### config.mk
export PLATFORM = sky130hd
export DESIGN_NAME = fetch_bundle_queue
export DESIGN_NICKNAME = d
export VERILOG_FILES = /design/src/rtl/fetch_bundle_queue.sv
export SDC_FILE = /design/constraint.sdc
export NUM_CORES = 2
export LEC_CHECK = 0
export BUFFER_PORTS_ARGS = -buffer_cell sky130_fd_sc_hd__buf_2
export CAP_MARGIN = 20
export CELL_PAD_IN_SITES_DETAIL_PLACEMENT = 1
export CELL_PAD_IN_SITES_GLOBAL_PLACEMENT = 1
export CORE_MARGIN = 4
export CORE_UTILIZATION = 35
export CTS_BUF_LIST = sky130_fd_sc_hd__clkbuf_2
export CTS_CLUSTER_DIAMETER = 120
export DETAILED_ROUTE_END_ITERATION = 10
export PLACE_DENSITY = 0.65
export SYNTH_ARGS = -nofsm -noshare
export SYNTH_HDL_FRONTEND = slang
export SYNTH_SLANG_ARGS = --single-unit
### constraint.sdc
create_clock -name clk -period 11.9 [get_ports clk]
set_input_delay 2.38 -clock clk [delete_from_list [all_inputs] [get_ports clk]]
set_output_delay 2.38 -clock clk [all_outputs]
set_load 0.05 [all_outputs]
### src/rtl/fetch_bundle_queue.sv
// Decoupling FIFO between FetchStage1 and FetchStage2 holding fetched bundles with per-slot prediction info.
// Optional same-cycle bypass when empty is enabled by defining FETCHQ_BYPASS_EN.
module fetch_bundle_queue #(
    parameter int PC_W   = 32,
    parameter int INST_W = 64,
    parameter int DEPTH  = 4
) (
    input  logic                      clk,
    input  logic                      reset,
    input  logic                      flush_i,
    input  logic                      enqValid_i,
    input  logic [PC_W-1:0]           pc_i,
    input  logic [4*INST_W-1:0]       bundle_i,
    input  logic [3:0]                btbHit_i,
    input  logic [3:0]                prediction_i,
    input  logic [4*PC_W-1:0]         target_i,
    output logic                      stall_o,
    output logic                      deqValid_o,
    input  logic                      deqReady_i,
    output logic [PC_W-1:0]           pc_o,
    output logic [4*INST_W-1:0]       bundle_o,
    output logic [3:0]                btbHit_o,
    output logic [3:0]                prediction_o,
    output logic [4*PC_W-1:0]         target_o,
    output logic [$clog2(DEPTH):0]    count_o
);
    localparam int          PTR_W   = $clog2(DEPTH);
    localparam int          CNT_W   = PTR_W + 1;
    localparam int unsigned DEPTH_U = DEPTH;

    logic [PC_W-1:0]     pc_mem     [DEPTH];
    logic [4*INST_W-1:0] bundle_mem [DEPTH];
    logic [3:0]          btb_mem    [DEPTH];
    logic [3:0]          pred_mem   [DEPTH];
    logic [4*PC_W-1:0]   tgt_mem    [DEPTH];

    logic [PTR_W-1:0] head;
    logic [PTR_W-1:0] tail;
    logic [CNT_W-1:0] count;

    logic empty;
    logic bypass;
    logic bypass_take;
    logic enq_fire;
    logic deq_fire;
    logic do_write;
    logic do_pop;

    assign empty   = (count == '0);
    assign stall_o = (count == CNT_W'(DEPTH));
    assign count_o = count;

    always_comb begin
        bypass = 1'b0;
`ifdef FETCHQ_BYPASS_EN
        bypass = empty & enqValid_i & ~flush_i;
`endif
    end

    assign deqValid_o  = ~empty | bypass;
    assign enq_fire    = enqValid_i & ~stall_o & ~flush_i;
    assign deq_fire    = deqValid_o & deqReady_i & ~flush_i;
    // A bypassed bundle consumed in the same cycle never touches storage or pointers.
    assign bypass_take = bypass & deqReady_i;
    assign do_write    = enq_fire & ~bypass_take;
    assign do_pop      = deq_fire & ~bypass_take;

    always_comb begin
        pc_o         = pc_mem[head];
        bundle_o     = bundle_mem[head];
        btbHit_o     = btb_mem[head];
        prediction_o = pred_mem[head];
        target_o     = tgt_mem[head];
        if (bypass) begin
            pc_o         = pc_i;
            bundle_o     = bundle_i;
            btbHit_o     = btbHit_i;
            prediction_o = prediction_i;
            target_o     = target_i;
        end
    end

    always_ff @(posedge clk) begin
        if (reset) begin
            head  <= '0;
            tail  <= '0;
            count <= '0;
            for (int unsigned i = 0; i < DEPTH_U; i++) begin
                pc_mem[i]     <= '0;
                bundle_mem[i] <= '0;
                btb_mem[i]    <= '0;
                pred_mem[i]   <= '0;
                tgt_mem[i]    <= '0;
            end
        end else if (flush_i) begin
            head  <= '0;
            tail  <= '0;
            count <= '0;
        end else begin
            if (do_write) begin
                pc_mem[tail]     <= pc_i;
                bundle_mem[tail] <= bundle_i;
                btb_mem[tail]    <= btbHit_i;
                pred_mem[tail]   <= prediction_i;
                tgt_mem[tail]    <= target_i;
                tail             <= tail + PTR_W'(1);
            end
            if (do_pop) begin
                head <= head + PTR_W'(1);
            end
            case ({do_write, do_pop})
                2'b10:   count <= count + CNT_W'(1);
                2'b01:   count <= count - CNT_W'(1);
                default: count <= count;
            endcase
        end
    end

endmodule

==> run metrics <==
antenna-violating nets left=0; cell taking the most area after synthesis=edfxtp_1; Area Growth Syn to Fin=13.8%; CTS Sinks=~1700; number of post-CTS setup repair buffers=0; Hold Path Depth=2; Hold Path Class=flip-flop to flip-flop; Ports=858; first-pass GRT wire length=~310000 microns; Die W=468 microns; Main synth FF type=edfxtp_1; WL met1=between 80000 and 90000 microns; status=finished, final reports clean; RR Endpoint=bundle_mem[2][93]$_SDFFCE_PN0P_; Setup crit end=target_o[108]; CTS Buf Count=approximately 460; RSZ-0062 raised after global routing=no; Nets=approximately 5700; Iteration-0 DRC Markers=3354; drt drc=0; top-area cell type share of the netlist area=68.8%; Die ar.=approximately 220000 sq um; register bit total from synthesis=1705; Post-CTS Hold Buffers=0; Syn Area/Cell=17.2 sq um; Via density=5.19; initial antenna violation count=approximately 120; top layer in use=met5; synthesized cell area=between 70000 and 80000 sq um; Final HPWL DP=129000 microns; worst-skew pair later-pin latency=roughly 1.9 ns; CP max FO=56; H-tree levels=5; setup TNS=0 ns; Yosys Warn Count=0; Fillers=21400; TritonCTS clock tree=built; Initial Utilization=35.2%; critical path required time=about 9.5 ns; Avg WL per Cell=roughly 26 microns; DR pass1 iterations=5; pre-CTS setup slack=5.88 ns; Seq/Total Area, Yosys=between 60% and 70%; fin crit period=7.50 ns; Distinct cells, synth=32; vias in the first global route=about 47000; Critical Path AT=a little over 5 ns; met2 wire len=103000 microns; final critical-path setup slack=around 4.4 ns; Die Y=roughly 470 microns; relative slew slack=just under 9%; Leak=between 0.03 and 0.04 uW; Worst Max-Slew Pin Slew=around 1.4 ns; Reg-to-Reg Start=tail[1]$_SDFFE_PP0P_; Clock Tree Buf Depth=4; Rows=168; Layout Skew=about 0.23 ns; share of cells above drive strength 1=37.3%; ranking of synthesized cells by area=edfxtp_1 (69%), mux4_2 (13%), and3_1 (11%); VDD IR-drop max=approximately 0.077 mV; PortBufs=857; fmax=133 MHz; Crit Path Class=flip-flop to output pin; final hold vios=0; core area=210000 sq um; max-cap viol count=0; Final Setup Violations=0; total gr overflow=0; Setup crit end kind=output pin; root buf cell=clkbuf_2; Synthesized Nets=4723; Total Wirelength=approximately 210000 microns; worst reg-to-reg setup slack=around 6.6 ns; routed via count=about 44000; largest net degree at the start of global routing=327; Pwr Density=between 100 and 150 nW/um^2; reg2reg path depth=6; post-synthesis async set-or-reset flop share=0%; final core occ=roughly 40%; Startpoint Class=flip-flop; post-cts gate resize count=0; Max Slew Vio Count=0; metal3 WL=20800 microns; number of flops mapped to enable cells by yosys=1696; RePlAce Congestion=between 0.7 and 0.8; Syn Inst Count=4292; period utilization=a little over three fifths; GRT Overall Usage=19.2%; Clock Pin Slew Worst Setup and Hold Paths=0.10 ns
## how the worst min path moves through the flow
stage / from / end / slack (ns)
2_1_floorplan: tail[0]$_SDFFE_PP0P_ / tail[0]$_SDFFE_PP0P_ / 0.47
3_3_place_gp: head[1]$_SDFFE_PP0P_ / flip-flop / 0.50
3_5_place_dp: head[0]$_SDFFE_PP0P_ / head[0]$_SDFFE_PP0P_ / 0.52
4_1_cts: target_i[118] / tgt_mem[3][118]$_DFFE_PP_ / 0.31
5_1_grt: bundle_i[246] / bundle_mem[3][246]$_DFFE_PP_ / 0.47
6_report: head[0]$_SDFFE_PP0P_ / flip-flop / 0.53
## power by group
| group | switching [uW] | leakage (uW) | internal, uW | total (uW) |
|---|---|---|---|---|
| Sequential | 72.5 | 0.0177 | 6880 | 6960 |
| Clock | 2420 | 0.00309 | 1640 | 4060 |
| Combinational | 911 | 0.0152 | 318 | 1230 |
## critical path: stages (launching register included)
cell,delay (ns)
dfxtp_4,0.92
buf_4,0.88
buf_4,0.80
mux4_2,0.45
buf_2,0.24
## per-stage QoR
stage          area [sq um]  hold slack [ns]  total power, uW  std cells
2_1_floorplan         74000            0.473             7930       4292
3_3_place_gp          80100            0.503             8310       7593
3_5_place_dp          80100            0.523             8340       7593
4_1_cts               84000            0.309            12500       8356
5_1_grt               84100            0.475            12900       8381
6_report              84200            0.533            12200       8411
## cell type report
cell class                      instances  area, sq um  area share [%]
Sequential cell                      1705        51100            60.7
Multi-Input combinational cell       2159        20500            24.3
Timing Repair Buffer                  921         5010            5.96
Tap cell                             2805         3510            4.17
Clock buffer                          701         3510            4.17
Clock inverter                         62          385           0.458
Antenna cell                           54          135           0.161
Inverter                                4         15.0          0.0178
## state kept, by name (all words and copies together) (netlist names), named ones only
| register | count |
|---|---|
| bundle_mem | 1024 |
| tgt_mem | 512 |
| pc_mem | 128 |
| btb_mem | 16 |
| pred_mem | 16 |
| count_o | 3 |
| head | 2 |
| tail | 2 |
## metal layers
layer | global-route usage (%) | vias to the layer above
met5 | 0 | -
met4 | 7.10 | 78
met3 | 7.50 | 445
met2 | 30.6 | 1548
met1 | 23.7 | 22400
li1 | - | 19200
## synth_stat cells, types with 2 or more instances
cell      count
nor2b_1       2
clkbuf_2     11
nor2_1       10
a21oi_1       2
inv_1         4
xor2_1        4
buf_1        19
edfxtp_1   1696
clkbuf_1    196
and2_1      424
buf_4         2
and3_1     1272
mux4_2      424
nand2_1       2
buf_2       105
dfxtp_1       9
buf_6        91
a21o_1        4
or3_1         2
## cells in the final DEF, fill, tap and decap left out, drive strengths merged, types with 2 or more instances in the layout
cell type and n:
clkbuf 701, nor2 10, and2 424, buf 921
edfxtp 1696, a21o 4, mux4 424, diode 54
clkinvlp 2, nor2b 2, or3 2, nand2 2
xor2 4, clkinv 52, and3 1272, a21oi 2
bufinv 5, nor3b 2, inv 7, dfxtp 9
## logic make-up after synthesis
family | after synthesis | synth area share [%]
AO/OA/AOI/OAI | 11 | 0.105
AND/OR/NAND/NOR | 1718 | 14.5
adder cells (fa/ha/maj) | 2 | 0.0440
multiplexers | 424 | 12.9
XOR/XNOR | 4 | 0.0473
buffers and inverters | 428 | 3.30
flip-flops | 1705 | 69.1
(Power assumes the default switching activity.)
